$ cat src/rtl/pg_frame_tx.sv
// Serial transmitter for the 7-bit parity-generator output: start, 7 data bits LSB-first, parity, stop.
// Also flags a one-cycle parity_err when the supplied P disagrees with the XOR of x.
module pg_frame_tx #(
  parameter int unsigned CLKS_PER_BIT = 4
) (
  input  logic       clk,
  input  logic       rst_n,
  input  logic [6:0] x,
  input  logic       P,
  input  logic       in_valid,
  output logic       in_ready,
  output logic       tx,
  output logic       busy,
  output logic       done,
  output logic       parity_err
);

  localparam int unsigned CW = (CLKS_PER_BIT > 1) ? $clog2(CLKS_PER_BIT) : 1;
  localparam logic [CW-1:0] CNT_MAX = CW'(CLKS_PER_BIT - 1);

  typedef enum logic [2:0] {
    S_IDLE,
    S_START,
    S_DATA,
    S_PARITY,
    S_STOP
  } state_t;

  state_t        r_state;
  logic [CW-1:0] r_cnt;
  logic [2:0]    r_idx;
  logic [6:0]    r_sr;
  logic          r_par;
  logic          r_tx;
  logic          r_in_ready;
  logic          r_busy;
  logic          r_done;
  logic          r_perr;

  logic w_accept;
  logic w_bit_end;

  assign w_accept  = in_valid && (r_state == S_IDLE);
  assign w_bit_end = (r_cnt == CNT_MAX);

  assign in_ready   = r_in_ready;
  assign tx         = r_tx;
  assign busy       = r_busy;
  assign done       = r_done;
  assign parity_err = r_perr;

  always_ff @(posedge clk or negedge rst_n) begin
    if (!rst_n) begin
      r_state    <= S_IDLE;
      r_cnt      <= '0;
      r_idx      <= '0;
      r_sr       <= '0;
      r_par      <= 1'b0;
      r_tx       <= 1'b1;
      r_in_ready <= 1'b1;
      r_busy     <= 1'b0;
      r_done     <= 1'b0;
      r_perr     <= 1'b0;
    end else begin
      r_done <= 1'b0;
      r_perr <= 1'b0;

      // Bit-period counter runs in every non-idle state and wraps at each bit boundary.
      if (r_state != S_IDLE) begin
        r_cnt <= w_bit_end ? '0 : r_cnt + CW'(1);
      end

      case (r_state)
        S_IDLE: begin
          if (w_accept) begin
            r_sr       <= x;
            r_par      <= P;
            r_cnt      <= '0;
            r_idx      <= '0;
            r_state    <= S_START;
            r_tx       <= 1'b0;
            r_in_ready <= 1'b0;
            r_busy     <= 1'b1;
            r_perr     <= (P != (^x));
          end
        end
        S_START: begin
          if (w_bit_end) begin
            r_state <= S_DATA;
            r_tx    <= r_sr[0];
          end
        end
        S_DATA: begin
          if (w_bit_end) begin
            if (r_idx == 3'd6) begin
              r_state <= S_PARITY;
              r_tx    <= r_par;
            end else begin
              r_idx <= r_idx + 3'd1;
              r_sr  <= r_sr >> 1;
              r_tx  <= r_sr[1];
            end
          end
        end
        S_PARITY: begin
          if (w_bit_end) begin
            r_state <= S_STOP;
            r_tx    <= 1'b1;
          end
        end
        S_STOP: begin
          if (w_bit_end) begin
            r_state    <= S_IDLE;
            r_tx       <= 1'b1;
            r_done     <= 1'b1;
            r_in_ready <= 1'b1;
            r_busy     <= 1'b0;
          end
        end
        default: begin
          r_state    <= S_IDLE;
          r_tx       <= 1'b1;
          r_in_ready <= 1'b1;
          r_busy     <= 1'b0;
        end
      endcase
    end
  end

endmodule

$ cat config.mk
export PLATFORM = sky130hd
export DESIGN_NAME = pg_frame_tx
export DESIGN_NICKNAME = d
export VERILOG_FILES = /design/src/rtl/pg_frame_tx.sv
export SDC_FILE = /design/constraint.sdc
export NUM_CORES = 1
export LEC_CHECK = 0
export CELL_PAD_IN_SITES_DETAIL_PLACEMENT = 2
export CELL_PAD_IN_SITES_GLOBAL_PLACEMENT = 2
export CORE_MARGIN = 10
export CORE_UTILIZATION = 34
export DETAILED_ROUTE_END_ITERATION = 8
export MAX_ROUTING_LAYER = met4
export PLACE_DENSITY = 0.85
export SLEW_MARGIN = 20
export SYNTH_ARGS = -nofsm -noshare
export SYNTH_HDL_FRONTEND = slang
export SYNTH_SLANG_ARGS = --single-unit
$ cat constraint.sdc
create_clock -name clk -period 1.95 [get_ports clk]
set_clock_uncertainty 0.1 [all_clocks]
set_input_delay 0.2925 -clock clk [delete_from_list [all_inputs] [get_ports clk]]
set_output_delay 0.2925 -clock clk [all_outputs]
set_load 0.005 [all_outputs]
* Word-level counts from Yosys, hierarchy flattened
Cells that the tools add are included.
Widths: inputs -> output; s select.
** Operators by class
- Add/sub/neg operators :: 2
- Eq/ne operators :: 15
- Muxes and demuxes :: 33
- Bitwise logic cells :: 1
- Reduce and logical (&&, ||, !) cells :: 12
** Operators by type and width (count)
- $mux 3 :: 9
- $mux 7 :: 3
- $pmux 3 s5 :: 1
- $ne 2x2->1 const B :: 7
- $pmux 7 s2 :: 1
- $mux 1 :: 11
- $mux 2 :: 4
- $reduce_and 4->1 :: 2
- $reduce_xor 7->1 :: 1
- $eq 3x2->1 const B :: 2
- $eq 3x3->1 const B :: 2
- $pmux 1 s3 :: 2
- $pmux 3 s2 :: 1
- $reduce_and 6->1 :: 1
- $pmux 1 s4 :: 1
- $add 3x1->3 const B :: 1
- $eq 3x1->1 const B :: 1
- $logic_not 3->1 :: 1
- $reduce_and 3->1 :: 1
- $reduce_bool 3->1 :: 1
- $reduce_or 3->1 :: 1
- $add 2x1->2 const B :: 1
- $eq 2x2->1 const B :: 1
- $ne 2x1->1 const B :: 1
- 6 further kinds :: 6
** Storage, ports and cells
- Bits in registers :: 21
- Output and inout port bits :: 5
- Logic and storage cells :: 73

* Depth between registers and ports, before layout
Gate-level depths: netlist of run 1.
- Word-level depth :: 5
- Gate-level depth with buffers :: 7
- Depth with buffers taken out :: 6

* Worst setup path before layout of run 1
Ideal clock, no wire load.
- Kind :: register -> register
- From :: register r_state[0]
- To :: register r_state[0]
- Setup time :: 125 ps
- Arrival :: 1466 ps
- Setup slack :: 259 ps
- Cell stages (with the launch flop) :: 6
- Buffers on the path :: 1
- Clock period less this slack :: 1691 ps
- Cell sequence :: dfrtp_1 buf_4 nor2_2 mux2_4 o21ai_1 mux2_2
** Between the ends
- Word-level cells in the longest chain between the ends :: 4
** RTL lines
- start: declaration :: RTL line 29 : state_t r_state;
- start signal: assignment :: RTL line 54 : r_state <= S_IDLE;
- start signal: assignment :: RTL line 80 : r_state <= S_START;
- start signal: assignment :: RTL line 89 : r_state <= S_DATA;
- $logic_not 3->1 :: RTL line 43, 73
- $logic_and 1x1->1 :: RTL line 43 : assign w_accept = in_valid && (r_state == S_IDLE);
- $ne 2x2->1 (no line)
- $reduce_and 6->1 (no line)
Several ways; a longest one is shown, not always the timed one.
A chain may end at the register's enable or synchronous reset.

* Worst setup path after layout of run 1
Same ends and word-level chain as after synthesis.

==> impl_metrics.csv, run 1 <==
group,metric,value,unit
run_status,status,"finished clean",
global_routing,overflow,0,
cells_and_area,diodes,0,
cells_and_area,syn_to_final_growth,21.7,%
worst_setup_path,crit_type,"register to register",
clock_network,cts_sinks,21,
clock_network,ctsResizeCount,0,
detailed_routing,viasPerCell,5.05,
clock_network,htree_levels,1,
die,die_width,78.4,µm
clock_network,clock_latency,0.32,ns
place,dp_hpwl,2390,µm
synthesis,synth_cell_types,35,
cells_and_area,fin_util,0.426,
detailed_routing,drt_wl_total,2950,µm
detailed_routing,drt-pass1-iter-count,3,
power,irDropWorstVdd,0.000462,V
die,rows,21,
timing,fin_ws,0.115,ns
timing,relSlewSlack,0.666,
clock_network,cts_setup_buffers,0,
cells_and_area,fill_cells,365,
timing,slew_viol_final,0,
cells_and_area,fin_nets,146,
worst_setup_path,cpPeakStageDelay,0.56,ns
global_routing,grt_pass1_wl,5150,µm
die,ioPinCount,16,
clock_network,numCtsBuffers,3,
synthesis,synth_cells,108,
global_routing,grt_usage,0.107,
timing,finalCritPeriodShare,0.941,
synthesis,synth_mux_area_frac,0.112,
timing,setup_violations,0,
place,placed_cells_incl_taps,172,
cells_and_area,drive_gt1_frac,0.169,
power,p_leak,0.597,nW
detailed_routing,via_count,888,
synthesis,synth_top_family_by_area,"compound AO/OA/AOI/OAI gates",
global_routing,grt_max_degree,18,
synthesis,synth-simple-area-share,0.129,
detailed_routing,route.detailed.drc,0,
synthesis,ys_warn_count,0,
die,coreArea,0.00331,mm²
detailed_routing,drt-initial-drc-count,22,
synthesis,synth_nets,123,
job,drv_cap,0,
timing,fmax,545,MHz
cells_and_area,postLayoutCellArea,0.00141,mm²
timing,fin_crit,1.84,ns
place,post-place-ws,0.0643,ns
die,die_h,78.4,µm
place,dpl_cell_area,0.00139,mm²
clock_network,cts.clk_slew.worst_paths,0.12,ns
clock_network,cts_hold_buf,0,
global_routing,grt_pass1_vias,1036,
detailed_routing,wl_per_cell,16.7,µm
timing,tightest_slew,0.500,ns
synthesis,syn_area,0.00116,mm²
synthesis,synth-edff-count,0,
place,portBuffers,15,
worst_setup_path,cp.required,2.07,ns
place,gp_congestion,0.736,
timing,final.setup.tns,0,ns
worst_setup_path,slowest_stage,"dfrtp_1",
global_routing,antenna_found_initial,0,
clock_network,root_buffer,"clkbuf_4",
worst_setup_path,crit_path_max_fanout,12,
worst_setup_path,critPathLaunchType,"register",
clock_network,tritoncts,"built",
synthesis,ys_seq_elements,21,
worst_setup_path,cp_cell_sequence,"nor2_2, mux2_4, o21ai_1, mux2_2",
worst_setup_path,critPathCaptureType,"register",
die,design.die.area,0.00615,mm²
synthesis,synthAdderAreaFrac,0.0431,
synthesis,synthXorXnorAreaFrac,0.0680,
worst_setup_path,critPathArrivalTime,1.96,ns
synthesis,yosysSeqAreaShare,0.455,
worst_setup_path,path_delay_family,"multiplexers",
power,powerDensity,1350,mW/mm²
synthesis,synth-main-ff-cell,"dfrtp_1",
worst_setup_path,critPathBufInv,0,
clock_network,cts_buffer_depth,2,
synthesis,synthArstFlopShare,1.00,
cells_and_area,final_cells,176,
detailed_routing,postRouteAntennaNets,0,
timing,rsz0062_at_grt,"no",
synthesis,synth-compound-area-share,0.136,
synthesis,avgSynthCellArea,10.7,µm²
timing,hold_viol_final,0,
min_path,hold_class,"input port to asynchronous set/reset pin",
die,start_util,0.350,
## final cells by class
class	count	area (µm²)	area share
tap	46	57.6	0.0408
sequential	21	528	0.374
multi-input combinational	77	567	0.402
clock buffer	4	26.3	0.0186
inverter	4	15.0	0.0106
timing repair buffer	24	218	0.154
## Yosys cell counts (2+ instances only)
library cell / count / share of area
inv_1: 4 / 0.013
nand3b_1: 2 / 0.013
dfstp_2: 2 / 0.045
o21ai_1: 3 / 0.013
a21oi_1: 4 / 0.017
nand2_1: 16 / 0.052
buf_6: 3 / 0.029
ha_1: 4 / 0.043
mux2_2: 3 / 0.029
xnor2_1: 5 / 0.038
xor2_1: 4 / 0.030
mux2i_1: 7 / 0.060
o21ai_0: 9 / 0.039
nor2_1: 3 / 0.0097
dfrtp_1: 19 / 0.41
## final timing paths
| path | cells past startpoint | endpoint | from | slack [ns] |
|---|---|---|---|---|
| worst max-delay path | 4 | r_state[0]$_DFFE_PN0P_ | r_state[0]$_DFFE_PN0P_ | 0.11 |
| worst min-delay path | 1 | r_state[1]$_DFFE_PN0P_ | rst_n | 0.14 |
| worst max register to register | 4 | r_state[0]$_DFFE_PN0P_ | r_state[0]$_DFFE_PN0P_ | 0.11 |
| worst min register to register | 2 | in_ready$_DFFE_PN1P_ | in_ready$_DFFE_PN1P_ | 0.40 |
| max in group asynchronous | 2 | r_idx[1]$_DFFE_PN0P_ | rst_n | 1.08 |
| min in group clk | 2 | in_ready$_DFFE_PN1P_ | in_ready$_DFFE_PN1P_ | 0.40 |
## layout by cell type (no fill, tap or decap), drive strengths merged
| cell type | n |
|---|---|
| a211oi | 1 |
| a21oi | 4 |
| a32o | 1 |
| a32oi | 1 |
| and3 | 1 |
| buf | 9 |
| clkbuf | 4 |
| clkdlybuf4s50 | 15 |
| dfrtp | 19 |
| dfstp | 2 |
| ha | 4 |
| inv | 4 |
| mux2 | 5 |
| mux2i | 7 |
| nand2 | 16 |
| nand2b | 1 |
| nand3 | 1 |
| nand3b | 2 |
| nand4 | 1 |
| nor2 | 4 |
| nor3 | 2 |
| nor3b | 1 |
| o211ai | 1 |
| o21ai | 12 |
| o311ai | 1 |
| o31ai | 1 |
| o41ai | 1 |
| xnor2 | 5 |
| xor2 | 4 |
## flip-flops by register name, summed over array words and instances (netlist names)
| name | cells |
|---|---|
| in_ready | 1 |
| tx | 1 |
| r_sr | 7 |
| parity_err | 1 |
| r_state | 3 |
| r_idx | 3 |
| done | 1 |
| r_cnt | 2 |
| busy | 1 |
| r_par | 1 |
## cell families after synthesis
| logic type | count (synthesis) |
|---|---|
| XOR/XNOR | 9 |
| AND/OR/NAND/NOR | 29 |
| buffers and inverters | 10 |
| AO/OA/AOI/OAI | 23 |
| flip-flops | 21 |
| multiplexers | 12 |
| adder cells (fa/ha/maj) | 4 |
## through the flow
stage / power [W] / hold WS [ns]
2_1_floorplan: 0.00142 / -0.103
3_3_place_gp: 0.00164 / 0.359
3_5_place_dp: 0.00172 / 0.380
4_1_cts: 0.00195 / 0.147
5_1_grt: 0.00209 / 0.153
6_report: 0.00191 / 0.141
## metal layers
metal | GRT usage | vias up | part of all wire
met5 | - | - | 0
met4 | 0.0376 | 0 | 0.013
met3 | 0.0239 | 4 | 0.021
met2 | 0.180 | 16 | 0.50
met1 | 0.122 | 447 | 0.47
li1 | - | 421 | -
## where the power goes
| group | total (W) | internal [W] | switching, W |
|---|---|---|---|
| registers | 0.000792 | 0.000617 | 0.000175 |
| logic | 0.000896 | 0.000449 | 0.000447 |
| clock network | 0.000223 | 0.0000802 | 0.000142 |
| total | 0.00191 | 0.00115 | 0.000765 |
## worst register-to-register path, cell delays in order (launching register included)
cell and delay [ns]:
dfrtp_1 0.56, nor2_2 0.27, mux2_4 0.33, o21ai_1 0.14, mux2_2 0.34
Note: power is estimated with default switching activity, not from simulation.
==> inputs of run 2 (changes only) <==
--- a/config.mk
+++ b/config.mk
@@ -7,12 +7,10 @@
 export LEC_CHECK = 0
 export CELL_PAD_IN_SITES_DETAIL_PLACEMENT = 2
 export CELL_PAD_IN_SITES_GLOBAL_PLACEMENT = 2
-export CORE_MARGIN = 10
 export CORE_UTILIZATION = 34
 export DETAILED_ROUTE_END_ITERATION = 8
 export MAX_ROUTING_LAYER = met4
 export PLACE_DENSITY = 0.85
-export SLEW_MARGIN = 20
 export SYNTH_ARGS = -nofsm -noshare
 export SYNTH_HDL_FRONTEND = slang
 export SYNTH_SLANG_ARGS = --single-unit
==> impl_metrics.csv, run 2 (same netlist as run 1, synthesis figures left out) <==
group,metric,value,unit
cells_and_area,final_common_cell,"dfrtp_1",
worst_setup_path,critPathLaunchType,"register",
clock_network,cts_hold_buf,0,
die,ioPinCount,16,
worst_setup_path,cpPeakStageDelay,0.55,ns
cells_and_area,largest_reg_flops,7,
timing,hold_viol_final,0,
die,die_h,60.4,µm
timing,whs,0.196,ns
cells_and_area,fin_nets,141,
clock_network,htree_levels,1,
cells_and_area,multi_input_area,567,µm²
place,placed_cells_incl_taps,165,
global_routing,grt_usage,0.194,
die,coreArea,0.00315,mm²
place,portBuffers,15,
job,drv_cap,0,
worst_setup_path,crit_type,"register to register",
cells_and_area,final_cells,169,
clock_network,cts_sinks,21,
global_routing,grt_pass1_wl,4830,µm
die,start_util,0.368,
clock_network,cts.clk_slew.worst_paths,0.13,ns
worst_setup_path,crit_cells,5,
timing,fmax,547,MHz
global_routing,grt_max_degree,22,
global_routing,antenna_found_initial,0,
clock_network,numCtsBuffers,3,
detailed_routing,wl_per_cell,16.9,µm
detailed_routing,drt_wl_total,2850,µm
worst_setup_path,crit_path_max_fanout,17,
detailed_routing,via_count,857,
cells_and_area,reg_top3,"r_sr: 7 flops, r_idx: 3 flops, r_state: 3 flops",
power,total_power,0.00189,W
timing,rsz0062_at_grt,"no",
global_routing,overflow,0,
worst_setup_path,rrSetupSlack,0.12,ns
power,powerDensity,1380,mW/mm²
detailed_routing,viasPerCell,5.07,
worst_setup_path,critPathBufInv,1,
clock_network,ctsResizeCount,0,
clock_network,root_buffer,"clkbuf_4",
worst_setup_path,slowest_stage,"a32oi_4",
die,design.die.area,0.00365,mm²
clock_network,cts_buffer_depth,2,
clock_network,tritoncts,"built",
clock_network,cts_setup_buffers,0,
worst_setup_path,cp.required,2.04,ns
detailed_routing,drt-pass1-iter-count,3,
detailed_routing,postRouteAntennaNets,0,
timing,fin_crit,1.83,ns
min_path,hold_class,"input port to asynchronous set/reset pin",
run_status,status,"finished clean",
timing,setup_violations,0,
timing,final.setup.tns,0,ns
timing,finalCritPeriodShare,0.937,
die,die_width,60.4,µm
worst_setup_path,critPathCaptureType,"register",
timing,slew_viol_final,0,
worst_setup_path,cp_cell_sequence,"inv_1, ha_1, nand2_1, a32oi_4, o21ai_0",
cells_and_area,diodes,0,
cells_and_area,largest_register,"r_sr",
cells_and_area,layout_common_cells,"19 x dfrtp_1, 16 x nand2_1, 15 x clkdlybuf4s50_1, 9 x o21ai_0, 7 x mux2i_1",
worst_setup_path,path_delay_family,"compound AO/OA/AOI/OAI gates",
power,p_leak,0.572,nW
cells_and_area,fin_util,0.435,
global_routing,grt_pass1_vias,971,
timing,tightest_slew,0.530,ns
place,dp_hpwl,2180,µm
worst_setup_path,critPathArrivalTime,1.91,ns
cells_and_area,fill_cells,352,
cells_and_area,drive_gt1_frac,0.136,
place,gp_congestion,0.759,
die,rows,20,
cells_and_area,syn_to_final_growth,18.2,%
worst_setup_path,reg2reg_depth,5,
timing,relSlewSlack,0.647,
power,irDropWorstVdd,0.000598,V
cells_and_area,layout.area.seq,528,µm²
detailed_routing,route.detailed.drc,0,
clock_network,clock_latency,0.33,ns
detailed_routing,drt-initial-drc-count,4,
-- run 2: cell count changes in the layout (fill, tap and decap cells not counted) --
cell   delta
buf_4     -5
-- run 2: cell type report --
| class | instances | share of cell area |
|---|---|---|
| multi-input cells | 77 | 0.413 |
| clock buffers | 4 | 0.0192 |
| flip-flops and latches | 21 | 0.385 |
| well taps | 44 | 0.0401 |
| inverters | 4 | 0.0109 |
| repair buffers | 19 | 0.131 |
-- run 2: layer usage --
layer | GRT usage | share of wire | vias to the layer above
li1 | - | - | 408
met1 | 0.237 | 0.45 | 437
met2 | 0.316 | 0.51 | 10
met3 | 0.0384 | 0.023 | 2
met4 | 0.0698 | 0.011 | 0
met5 | - | 0 | -
-- run 2: worst paths after layout --
path	from	endpoint
worst max-delay path	r_idx[0]$_DFFE_PN0P_	r_sr[5]$_DFFE_PN0P_
worst min-delay path	rst_n	r_state[1]$_DFFE_PN0P_
worst max register to register	r_idx[0]$_DFFE_PN0P_	r_sr[5]$_DFFE_PN0P_
worst min register to register	in_ready$_DFFE_PN1P_	in_ready$_DFFE_PN1P_
max in group asynchronous	rst_n	in_ready$_DFFE_PN1P_
min in group clk	in_ready$_DFFE_PN1P_	in_ready$_DFFE_PN1P_
-- run 2: metrics by stage --
step | setup WS (ns) | instance area [µm²]
after floorplan | 0.259 | 1160
after global placement | 0.208 | 1350
after detailed placement | 0.117 | 1350
after CTS | 0.101 | 1370
after global routing | 0.0133 | 1370
final | 0.123 | 1370
-- run 2: where the power goes --
part | leakage [nW] | switching, W | internal, W
registers | 0.261 | 0.000192 | 0.000616
logic | 0.297 | 0.000433 | 0.000415
clock network | 0.0150 | 0.000151 | 0.0000804
